## config.mk

```make
export PLATFORM = sky130hd
export DESIGN_NAME = voice_allocator
export DESIGN_NICKNAME = d
export VERILOG_FILES = /design/src/rtl/voice_allocator.sv
export SDC_FILE = /design/constraint.sdc
export NUM_CORES = 1
export LEC_CHECK = 0
export CAP_MARGIN = 20
export CORE_ASPECT_RATIO = 1.4
export CORE_UTILIZATION = 54
export CTS_CLUSTER_DIAMETER = 100
export DETAILED_ROUTE_END_ITERATION = 10
export GPL_TIMING_DRIVEN = 0
export PLACE_DENSITY = 0.91
export SETUP_SLACK_MARGIN = 0.05
export SLEW_MARGIN = 20
export SYNTH_ARGS = -nofsm -noshare
export SYNTH_HDL_FRONTEND = slang
export SYNTH_SLANG_ARGS = --single-unit
```

## constraint.sdc

```tcl
create_clock -name clk -period 25.1 [get_ports clk]
set_input_delay 2.51 -clock clk [delete_from_list [all_inputs] [get_ports clk]]
set_output_delay 2.51 -clock clk [all_outputs]
set_load 0.02 [all_outputs]
```

## src/rtl/voice_allocator.sv

```systemverilog
// 8-voice note allocator: retrigger / lowest free / steal oldest,
// plus a per-voice linear attack-sustain-release envelope.
module voice_allocator #(
  parameter int ENV_DIV      = 1024,
  parameter int ATTACK_STEP  = 64,
  parameter int RELEASE_STEP = 16
) (
  input  logic             clk,
  input  logic             reset,
  input  logic             ev_valid,
  output logic             ev_ready,
  input  logic             ev_on,
  input  logic [6:0]       ev_key,
  input  logic [6:0]       ev_vel,
  input  logic [31:0]      ev_freq,
  output logic [7:0][31:0] frequencies,
  output logic [7:0][31:0] voice_volumes,
  output logic [7:0]       voice_active,
  output logic             busy
);

  localparam int DW = (ENV_DIV > 1) ? $clog2(ENV_DIV) : 1;
  localparam logic [16:0] ASTEP = 17'(ATTACK_STEP);
  localparam logic [16:0] RSTEP = 17'(RELEASE_STEP);

  typedef enum logic [1:0] {E_IDLE, E_SCAN, E_COMMIT} ev_state_e;
  typedef enum logic [1:0] {V_IDLE, V_ATTACK, V_SUSTAIN, V_RELEASE} v_state_e;

  ev_state_e ev_state_q, ev_state_d;
  logic [2:0] idx_q, idx_d;
  logic       match_vld_q, match_vld_d;
  logic [2:0] match_q, match_d;
  logic       free_vld_q, free_vld_d;
  logic [2:0] free_q, free_d;
  logic [2:0] old_q, old_d;
  logic       accept, commit;

  logic        hold_on_q;
  logic [6:0]  hold_key_q, hold_vel_q;
  logic [31:0] hold_freq_q;

  logic [DW-1:0] div_q, div_d;
  logic          tick;

  v_state_e    vst_q [8];
  v_state_e    vst_d [8];
  logic [15:0] lvl_q [8];
  logic [15:0] lvl_d [8];
  logic [15:0] tgt_q [8];
  logic [15:0] tgt_d [8];
  logic [6:0]  key_q [8];
  logic [6:0]  key_d [8];
  logic [31:0] frq_q [8];
  logic [31:0] frq_d [8];
  logic [2:0]  rank_q [8];
  logic [2:0]  rank_d [8];

  logic [2:0] tgt_idx;
  logic       apply_on, apply_off;

  assign ev_ready = (ev_state_q == E_IDLE);
  assign busy     = ~ev_ready;

  assign tick  = (div_q == DW'(ENV_DIV - 1));
  assign div_d = tick ? '0 : div_q + 1'b1;

  always_comb begin
    ev_state_d  = ev_state_q;
    idx_d       = idx_q;
    match_vld_d = match_vld_q;
    match_d     = match_q;
    free_vld_d  = free_vld_q;
    free_d      = free_q;
    old_d       = old_q;
    accept      = 1'b0;
    commit      = 1'b0;
    unique case (ev_state_q)
      E_IDLE: begin
        if (ev_valid) begin
          accept      = 1'b1;
          ev_state_d  = E_SCAN;
          idx_d       = 3'd0;
          match_vld_d = 1'b0;
          free_vld_d  = 1'b0;
          old_d       = 3'd0;
        end
      end
      E_SCAN: begin
        if (!match_vld_q && vst_q[idx_q] != V_IDLE
            && key_q[idx_q] == hold_key_q) begin
          match_vld_d = 1'b1;
          match_d     = idx_q;
        end
        if (!free_vld_q && vst_q[idx_q] == V_IDLE) begin
          free_vld_d = 1'b1;
          free_d     = idx_q;
        end
        if (rank_q[idx_q] == 3'd7) old_d = idx_q;
        idx_d = idx_q + 3'd1;
        if (idx_q == 3'd7) ev_state_d = E_COMMIT;
      end
      E_COMMIT: begin
        commit     = 1'b1;
        ev_state_d = E_IDLE;
      end
      default: ev_state_d = E_IDLE;
    endcase
  end

  assign tgt_idx   = match_vld_q ? match_q
                   : free_vld_q ? free_q : old_q;
  assign apply_on  = commit & hold_on_q;
  assign apply_off = commit & ~hold_on_q & match_vld_q;

  // Commit is applied after the tick so it overrides that voice's tick.
  always_comb begin
    logic [16:0] up;
    for (int i = 0; i < 8; i++) begin
      vst_d[i]  = vst_q[i];
      lvl_d[i]  = lvl_q[i];
      tgt_d[i]  = tgt_q[i];
      key_d[i]  = key_q[i];
      frq_d[i]  = frq_q[i];
      rank_d[i] = rank_q[i];
      up = {1'b0, lvl_q[i]} + ASTEP;
      if (tick) begin
        unique case (vst_q[i])
          V_ATTACK: begin
            if (lvl_q[i] >= tgt_q[i] || up >= {1'b0, tgt_q[i]}) begin
              lvl_d[i] = tgt_q[i];
              vst_d[i] = V_SUSTAIN;
            end else begin
              lvl_d[i] = up[15:0];
            end
          end
          V_RELEASE: begin
            if ({1'b0, lvl_q[i]} <= RSTEP) begin
              lvl_d[i] = '0;
              vst_d[i] = V_IDLE;
            end else begin
              lvl_d[i] = lvl_q[i] - RSTEP[15:0];
            end
          end
          V_SUSTAIN: lvl_d[i] = lvl_q[i];
          default:   lvl_d[i] = '0;
        endcase
      end
      if (apply_on) begin
        if (rank_q[i] < rank_q[tgt_idx]) rank_d[i] = rank_q[i] + 3'd1;
        if (tgt_idx == 3'(i)) begin
          rank_d[i] = 3'd0;
          key_d[i]  = hold_key_q;
          frq_d[i]  = hold_freq_q;
          tgt_d[i]  = {hold_vel_q, 9'b0};
          vst_d[i]  = V_ATTACK;
          lvl_d[i]  = lvl_q[i];
        end
      end
      if (apply_off && match_q == 3'(i)) begin
        vst_d[i] = V_RELEASE;
        lvl_d[i] = lvl_q[i];
      end
    end
  end

  always_comb begin
    for (int i = 0; i < 8; i++) begin
      frequencies[i]   = frq_q[i];
      voice_volumes[i] = {24'b0, lvl_q[i][15:8]};
      voice_active[i]  = (vst_q[i] != V_IDLE);
    end
  end

  always_ff @(posedge clk or posedge reset) begin
    if (reset) begin
      ev_state_q  <= E_IDLE;
      idx_q       <= '0;
      match_vld_q <= 1'b0;
      match_q     <= '0;
      free_vld_q  <= 1'b0;
      free_q      <= '0;
      old_q       <= '0;
      hold_on_q   <= 1'b0;
      hold_key_q  <= '0;
      hold_vel_q  <= '0;
      hold_freq_q <= '0;
      div_q       <= '0;
      for (int i = 0; i < 8; i++) begin
        vst_q[i]  <= V_IDLE;
        lvl_q[i]  <= '0;
        tgt_q[i]  <= '0;
        key_q[i]  <= '0;
        frq_q[i]  <= '0;
        rank_q[i] <= 3'(i);
      end
    end else begin
      ev_state_q  <= ev_state_d;
      idx_q       <= idx_d;
      match_vld_q <= match_vld_d;
      match_q     <= match_d;
      free_vld_q  <= free_vld_d;
      free_q      <= free_d;
      old_q       <= old_d;
      div_q       <= div_d;
      if (accept) begin
        hold_on_q   <= ev_on;
        hold_key_q  <= ev_key;
        hold_vel_q  <= ev_vel;
        hold_freq_q <= ev_freq;
      end
      for (int i = 0; i < 8; i++) begin
        vst_q[i]  <= vst_d[i];
        lvl_q[i]  <= lvl_d[i];
        tgt_q[i]  <= tgt_d[i];
        key_q[i]  <= key_d[i];
        frq_q[i]  <= frq_d[i];
        rank_q[i] <= rank_d[i];
      end
    end
  end

endmodule
```

=== Word-level counts from Yosys, hierarchy flattened ===
Cells that the tools add are included.

* Bits in registers: 609
* Latch bits: 0
* RAM bits: 0
* Bits in read-only memories: 0
* Output and inout port bits: 522
* Memories: 0

* Add/subtract/negate cells: 26
* $mul: 0
* Divide/modulo/power cells: 0
* Order comparisons: 34
* Equality and inequality tests: 57
* Shift-type cells: 0
* Multiplexer cells: 150
* Bitwise gates (word level): 15
* Reductions and logical operators: 74

{| class="wikitable"
|+ Operator list
! kind !! number
|-
| $mux 16 || 40
|-
| $pmux 16 s3 || 8
|-
| $add 16x7->17 const B || 8
|-
| $ge 17x16->1 || 8
|-
| $ge 16x16->1 || 8
|-
| $le 16x5->1 const B || 8
|-
| $sub 16x5->16 const B || 8
|-
| $mux 2 || 52
|-
| $mux 3 || 24
|-
| $reduce_and 2->1 || 28
|-
| $pmux 2 s2 || 9
|-
| $reduce_bool 2->1 || 18
|-
| $eq 2x2->1 const B || 17
|-
| $eq 3x3->1 const B || 10
|-
| $add 3x1->3 const B || 9
|-
| $ne 2x2->1 const B || 13
|-
| $lt 3x3->1 || 8
|-
| $bmux 7 s3 || 1
|-
| $bmux 3 s3 || 2
|-
| $eq 2x1->1 const B || 9
|-
| $mux 7 || 2
|-
| $eq 3x2->1 const B || 4
|-
| $pmux 3 s2 || 2
|-
| $logic_and 1x1->1 || 11
|-
| other kinds (17) || 49
|}

=== Depth between registers and ports, before layout ===
Gate-level depths: netlist (run 1).

* Depth in word-level cells: 9
* Gate-level depth with buffers: 15

=== Least setup slack after synthesis (run 1) ===
OpenSTA, ideal clock, no wires.

* Kind: register -> output
* Start: reg ev_state_q[0]
* End: out busy
* Arrival: 1.085 ns
* Data required time: 22.590 ns
* Setup slack: 21.505 ns
* Stages on the path, launching flop included: 4
* Cell sequence: dfrtp_1 buf_2 nor2_1 inv_1

* Word-level cells in the longest chain between the ends: 2

{| class="wikitable"
|+ RTL lines
! item !! RTL line !! RTL
|-
| start, declared || 29 || <nowiki>ev_state_e ev_state_q, ev_state_d;</nowiki>
|-
| start signal, assigned || 197 || <nowiki>ev_state_q <= ev_state_d;</nowiki>
|-
| $logic_not 2->1 || 61 || <nowiki>assign ev_ready = (ev_state_q == E_IDLE);</nowiki>
|-
| via ev_ready || 11 || <nowiki>output logic ev_ready,</nowiki>
|-
| $not 1->1 || 62 || <nowiki>assign busy = ~ev_ready;</nowiki>
|-
| end, declared || 19 || <nowiki>output logic busy</nowiki>
|}

The timed path passes the listed nets, and every way through them passes these cells.

=== Final worst setup path (run 1) ===
* Start: reg ev_state_q[0]
* End: out ev_ready

* Word-level cells in the longest chain between the ends: 1

{| class="wikitable"
|+ RTL lines
! item !! RTL line
|-
| $logic_not 2->1 || 61
|-
| end, declared || 11
|}

No other way between the ends.

==> run_results.csv, run 1 <==
group,metric,value,unit
power,powerDensity,65.47,nW/µm²
critical_path,crit_path_start_kind,"flop",
sta,hold_viol,0,
critical_path,cp_max_fo,10,
global_route,grt_pass1_wl,167.5,mm
detailed_routing,vias,30420,
synth,avgSynthCellArea,8.821,µm²
sta,period_share,0.1924,
global_route,grt_pass1_vias,30200,
die,start_util,0.5461,
die,coreArea,60780,µm²
clock_tree,clkLatencyLatePin,0.62,ns
synth,synth.area.top_cells,"dfrtp_1, nand2_1, ha_1",
power,clockPowerShare,0.332,
die,pin_count,572,
global_route,top_usage_layer,"met2",
synth,ys_ff_latch,577,
clock_tree,cts_hold_buf,0,
sta,setup_ws,20.27,ns
job,maxCapViolCount,0,
sta,period_needed,4.830,ns
clock_tree,cts-root-buf,"clkbuf_16",
synth,synth-main-ff-cell,"dfrtp_1",
outcome,run_status,"finished clean",
critical_path,crit_path_end_kind,"primary output",
final_layout,syn_to_final_growth,22.96,%
placement,globalplace.congestion,0.9913,
placement,dp_cells,5157,
power,p_sw_frac,0.3458,
sta,rsz0062_at_grt,"no",
synth,synth.distinct_cells,89,
worst_hold_path,min-delay-path-class,"reg -> reg",
power,power_leakage,20.32,nW
global_route,grtUsageMet1,0.3858,
synth,ys_seq_area_frac,0.4354,
placement,hpwlAfterDp,79.30,mm
sta,relSlewSlack,0.2255,
global_route,antenna_found_initial,2,
power,max-vdd-ir-drop,0.07306,mV
detailed_routing,ant_nets,0,
die,row_count,107,
global_route,grtUsageTotal,0.3452,
global_route,grt.met2_usage,0.5998,
power,combPwrFrac,0.264,
power,seqPwrFrac,0.404,
global_route,grtUsageMet3,0.07223,
sta,fin_skew,0.01731,ns
placement,io_buffers,379,
detailed_routing,vias_per_cell,5.783,
detailed_routing,finalWirelength,109.1,mm
synth,synth.cell_area,33190,µm²
synth,synth_edf_count,0,
sta,tightest_slew,1.162,ns
placement,dp_slack,20.17,ns
synth,yosys.area.top_type,"dfrtp_1",
power,internal_power,1.748,mW
power,power,2.672,mW
power,p_sw,0.9241,mW
synth,yosys_warnings,0,
detailed_routing,drc,0,
sta,fmax,207.0,MHz
sta,setup-violations-final,0,
detailed_routing,routedWlPerCell,20.74,µm
clock_tree,cts_sinks,577,
clock_tree,cts_tree,"yes",
die,die_h,295.4,µm
global_route,gr-total-overflow,0,
global_route,grt_max_degree,108,
final_layout,stdcell_count,5260,
detailed_routing,drt_iter0_drc,2482,
die,die_area,62480,µm²
sta,fin_tns_setup,0,ns
critical_path,arrival,2.32,ns
final_layout,final_common_cell,"nand2_1",
sta,slew_violations,0,
synth,synthCells,3763,
detailed_routing,dr.pass1.iters,6,
final_layout,mostFrequentLayoutCells,"nand2_1, dfrtp_1, clkdlybuf4s50_1, buf_4, o21ai_0",
clock_tree,clockBufferDepth,3,
die,die_width,211.5,µm
final_layout,drive_above_1_share,0.1220,
critical_path,critPathRequiredTime,22.59,ns
clock_tree,path_clk_slew,0.07,ns
synth,synth_top_area_share,0.4259,
clock_tree,h-tree-depth,2,
final_layout,final_util,0.6715,
synth,async_reset_ff_frac,1.000,
clock_tree,post-cts-setup-buffer-count,0,
critical_path,crit_type,"reg -> out",
clock_tree,postCtsResizedCells,0,
final_layout,final_net_count,4626,
clock_tree,numCtsBuffers,54,
-- final timing paths --
kind	start	to	slack (ns)	depth (start not counted)
setup / recovery	ev_state_q[0]	ev_ready	20.27	3
hold / removal	frequencies[99]	frequencies[99]	0.48	2
setup reg to reg	match_q[0]	rank_q[11]	20.64	12
hold reg to reg	frequencies[99]	frequencies[99]	0.48	2
max in group asynchronous	reset	voice_volumes[163]	21.19	5
min in group asynchronous	reset	frequencies[168]	2.30	2
-- cells in the mapped netlist (16+ instances only) --
| cell type | instances |
|---|---|
| mux4_2 | 20 |
| nand2_1 | 1091 |
| ha_1 | 180 |
| xor2_1 | 34 |
| nand4_1 | 20 |
| o31ai_1 | 25 |
| inv_1 | 127 |
| dfrtp_1 | 565 |
| a21oi_1 | 89 |
| clkbuf_1 | 177 |
| nand3_1 | 94 |
| buf_2 | 23 |
| nand2b_1 | 22 |
| or3_1 | 16 |
| a31oi_1 | 29 |
| o211ai_1 | 20 |
| buf_4 | 256 |
| mux2_2 | 87 |
| nor3_1 | 64 |
| nor2b_1 | 24 |
| xnor2_1 | 63 |
| mux2i_1 | 34 |
| a21o_1 | 19 |
| nor4_1 | 22 |
| nor2_1 | 132 |
| a221oi_1 | 16 |
| o21ai_0 | 206 |
| and3_1 | 39 |
-- metal layers --
| layer | wire [µm] | part of all wire |
|---|---|---|
| met5 | 0 | 0 |
| met2 | 54240 | 0.50 |
| met4 | 7236 | 0.066 |
| met1 | 38240 | 0.35 |
| met3 | 9395 | 0.086 |
-- state kept, by name (all words and copies together) (netlist names), 10 cells and up --
name / flops
rank_q: 24
vst_q: 16
lvl_q: 32
tgt_q: 56
frequencies: 256
div_q: 10
hold_freq_q: 32
voice_volumes: 64
key_q: 56
-- kinds of logic (layout without fill, tap and decap cells) --
| family | count (synthesis) | after routing | synth area share |
|---|---|---|---|
| AND/OR/NAND/NOR | 1600 | 1600 | 0.2070 |
| buffers and inverters | 597 | 1084 | 0.09732 |
| flip-flops | 577 | 577 | 0.4354 |
| AO/OA/AOI/OAI | 564 | 564 | 0.1104 |
| adder cells (fa/ha/maj) | 180 | 180 | 0.06785 |
| multiplexers | 147 | 147 | 0.05628 |
| XOR/XNOR | 97 | 97 | 0.02559 |
| other | 1 | 194 | 0.0001130 |
-- worst max-delay path, cell delays in order, from the launching register on --
cell             delay (ns)
dfrtp_1                0.36
buf_2                  0.19
nor2_1                 0.45
clkdlybuf4s50_1        0.71
-- power groups by stage --
| stage | logic, mW | registers [mW] | clock network, mW |
|---|---|---|---|
| 4_1_cts | 0.694 | 1.08 | 0.888 |
| 3_5_place_dp | 0.687 | 1.09 | 0 |
| 3_3_place_gp | 0.666 | 1.09 | 0 |
| 2_1_floorplan | 0.400 | 1.11 | 0 |
| 6_report | 0.707 | 1.08 | 0.887 |
| 5_1_grt | 0.750 | 1.09 | 0.924 |
-- metrics by stage --
step,instance area (µm²),hold WS [ns]
finish,40820,0.4781
global placement,38730,0.4538
CTS,40810,0.4786
global route,40810,0.5041
detailed placement,38920,0.4584
floorplan,33910,0.4407
-- final cells by class --
cell class                 count  area [µm²]
antenna                        2       5.005
buffer                       469        2750
tap                          817        1022
clock buffer                  67        1470
timing repair buffer         386        3964
inverter                     128       488.0
clock inverter                34       421.7
sequential                   577       14450
fill                        4666       19960
multi-input combinational   2780       16240
No activity file was read; power rests on OpenSTA's default activity.
==> run 2: changes to the inputs <==
Settings changed: CORE_UTILIZATION 54 to 49, PLACE_DENSITY 0.91 to 0.88.
Clock period 25.1 ns to 3.93 ns, I/O delays scaled along.
==> run 2 against run 1 <==
Against the previous run:
- total power rose to 6.4 times the previous value
- worst setup slack got worse by 20 ns
- first-iteration DRC count is 1.1% higher
- combinational power grew to 6.4 times the previous value
- global-route usage decreased by 2.9 points
- sequential power grew to 6.4 times the previous value
- worst hold slack lost 0.41 ns
- register-to-register slack got worse by 20 ns
- clock power rose to 6.6 times the previous value
- routed wire length grew 0.84%
- utilization fell by 5.3 points
- cell count grew 0.93%
- critical endpoint is now rank_q[21]
- largest cell class unchanged
- highest routed layer unchanged
==> run_results.csv, run 2 (synthesis gave the netlist of run 1 again) <==
group,metric,value,unit
outcome,run_status,"finished clean",
sta,fmax,266.4,MHz
critical_path,ff2ff_path_depth,13,
global_route,gr-total-overflow,0,
critical_path,crit_path_end_kind,"flop",
final_layout,final_net_count,4641,
detailed_routing,vias_per_cell,5.628,
clock_tree,numCtsBuffers,55,
clock_tree,h-tree-depth,2,
critical_path,timing.rr.end,"rank_q[21]",
critical_path,max_stage_delay,0.57,ns
clock_tree,clockBufferDepth,3,
power,powerDensity,417.1,nW/µm²
worst_hold_path,min-delay-path-class,"in -> async",
clock_tree,path_clk_slew,0.07,ns
clock_tree,cts_tree,"yes",
sta,rsz0062_at_grt,"no",
placement,globalplace.congestion,0.9465,
die,coreArea,66840,µm²
critical_path,crit_path_start_kind,"flop",
global_route,grt_pass1_vias,29890,
critical_path,critPathRequiredTime,4.47,ns
die,row_count,112,
sta,hold_viol,0,
clock_tree,cts_sinks,577,
sta,period_needed,3.754,ns
detailed_routing,dr.pass1.iters,6,
global_route,antenna_found_initial,1,
die,die_h,310.0,µm
job,maxCapViolCount,0,
final_layout,largest_reg_flops,256,
die,die_area,68800,µm²
placement,dp_slack,-0.4449,ns
detailed_routing,ant_nets,0,
sta,setup_ws,0.1765,ns
clock_tree,clkLatencyLatePin,0.65,ns
global_route,grt_max_degree,36,
die,pin_count,572,
die,die_width,222.0,µm
sta,relSlewSlack,0.1824,
power,max-vdd-ir-drop,0.4060,mV
critical_path,cp_max_fo,10,
critical_path,crit_type,"reg -> reg",
placement,hpwlAfterDp,80.99,mm
critical_path,slowest_stage,"mux4_2",
placement,dpl_cell_area,39230,µm²
critical_path,r2r-start,"free_vld_q",
placement,io_buffers,379,
sta,period_share,0.9551,
critical_path,path_cells,"buf_2, mux2_4, mux2i_4, clkbuf_4, mux4_2, mux2i_4, ha_1, a21oi_1, nand2_1, nor2_1, o21ai_0, and3b_1, mux2_2",
detailed_routing,finalWirelength,110.0,mm
global_route,grt_pass1_wl,169.7,mm
sta,fin_skew,0.01633,ns
final_layout,mostFrequentLayoutCells,"nand2_1, dfrtp_1, clkdlybuf4s50_1, buf_4, o21ai_0",
critical_path,crit_family,"multiplexers",
clock_tree,cts_hold_buf,0,
sta,whs,0.06345,ns
critical_path,cp_common_cell,"mux2i_4",
final_layout,final_area,41320,µm²
critical_path,ff2ff_setup_slack,0.18,ns
final_layout,final_util,0.6182,
final_layout,final_common_cell,"nand2_1",
critical_path,arrival,4.29,ns
critical_path,path_buf_inv,2,
die,start_util,0.4966,
detailed_routing,drt_iter0_drc,2509,
global_route,grtUsageTotal,0.3162,
final_layout,syn_to_final_growth,24.48,%
clock_tree,cts-root-buf,"clkbuf_16",
detailed_routing,vias,29880,
power,power_leakage,20.50,nW
sta,tightest_slew,1.215,ns
final_layout,drive_above_1_share,0.1309,
sta,slew_violations,0,
detailed_routing,drc,0,
sta,setup-violations-final,0,
detailed_routing,routedWlPerCell,20.73,µm
[run 2: repair_timing]
item | in CTS | in global routing
setup endpoints to repair | 112 | 84
setup buffers | 2 | 2
gates resized for setup | 14 | 32
pin swaps | 1 | 2
[run 2: layer usage]
metal | track usage | up-vias | share of wire
met5 | 0 | - | 0
li1 | - | 13580 | -
met2 | 0.5511 | 1472 | 0.49
met1 | 0.3445 | 14400 | 0.35
met4 | 0.2125 | 0 | 0.072
met3 | 0.07309 | 427 | 0.083
[run 2: where the power goes]
part	internal [mW]	total [mW]	switching (mW)	leakage [nW]
sequential	6.53	6.89	0.358	7.90
combinational	1.52	4.53	3.01	11.7
clock	3.27	5.81	2.55	0.942
[run 2: metrics by stage]
stage,total power [mW],setup TNS [ns],instances
after floorplan,9.662,-2463.10,3954
after global placement,11.22,-4572.81,5188
after detailed placement,11.38,-12.00,5208
after CTS,17.19,0,5308
after global routing,17.86,0,5308
final,17.23,0,5309
[run 2: worst max path at each step]
stage / cells past startpoint / endpoint / start
after floorplan: 1 / div_q[0] / reset
after global placement: 2 / frequencies[155] / reset
after CTS: 12 / voice_volumes[69] / voice_volumes[64]
after global routing: 13 / rank_q[21] / free_vld_q
final: 13 / rank_q[21] / free_vld_q
after detailed placement: 13 / rank_q[23] / free_vld_q
[run 2: final cells by class]
| type | instances | area (µm²) |
|---|---|---|
| plain buffers | 466 | 2759 |
| inverters | 128 | 484.2 |
| well taps | 855 | 1070 |
| clock buffers | 71 | 1506 |
| repair buffers | 403 | 4262 |
| clock inverters | 28 | 435.4 |
| flip-flops and latches | 577 | 14460 |
| fillers | 5475 | 25520 |
| diodes | 1 | 2.502 |
| multi-input cells | 2780 | 16340 |
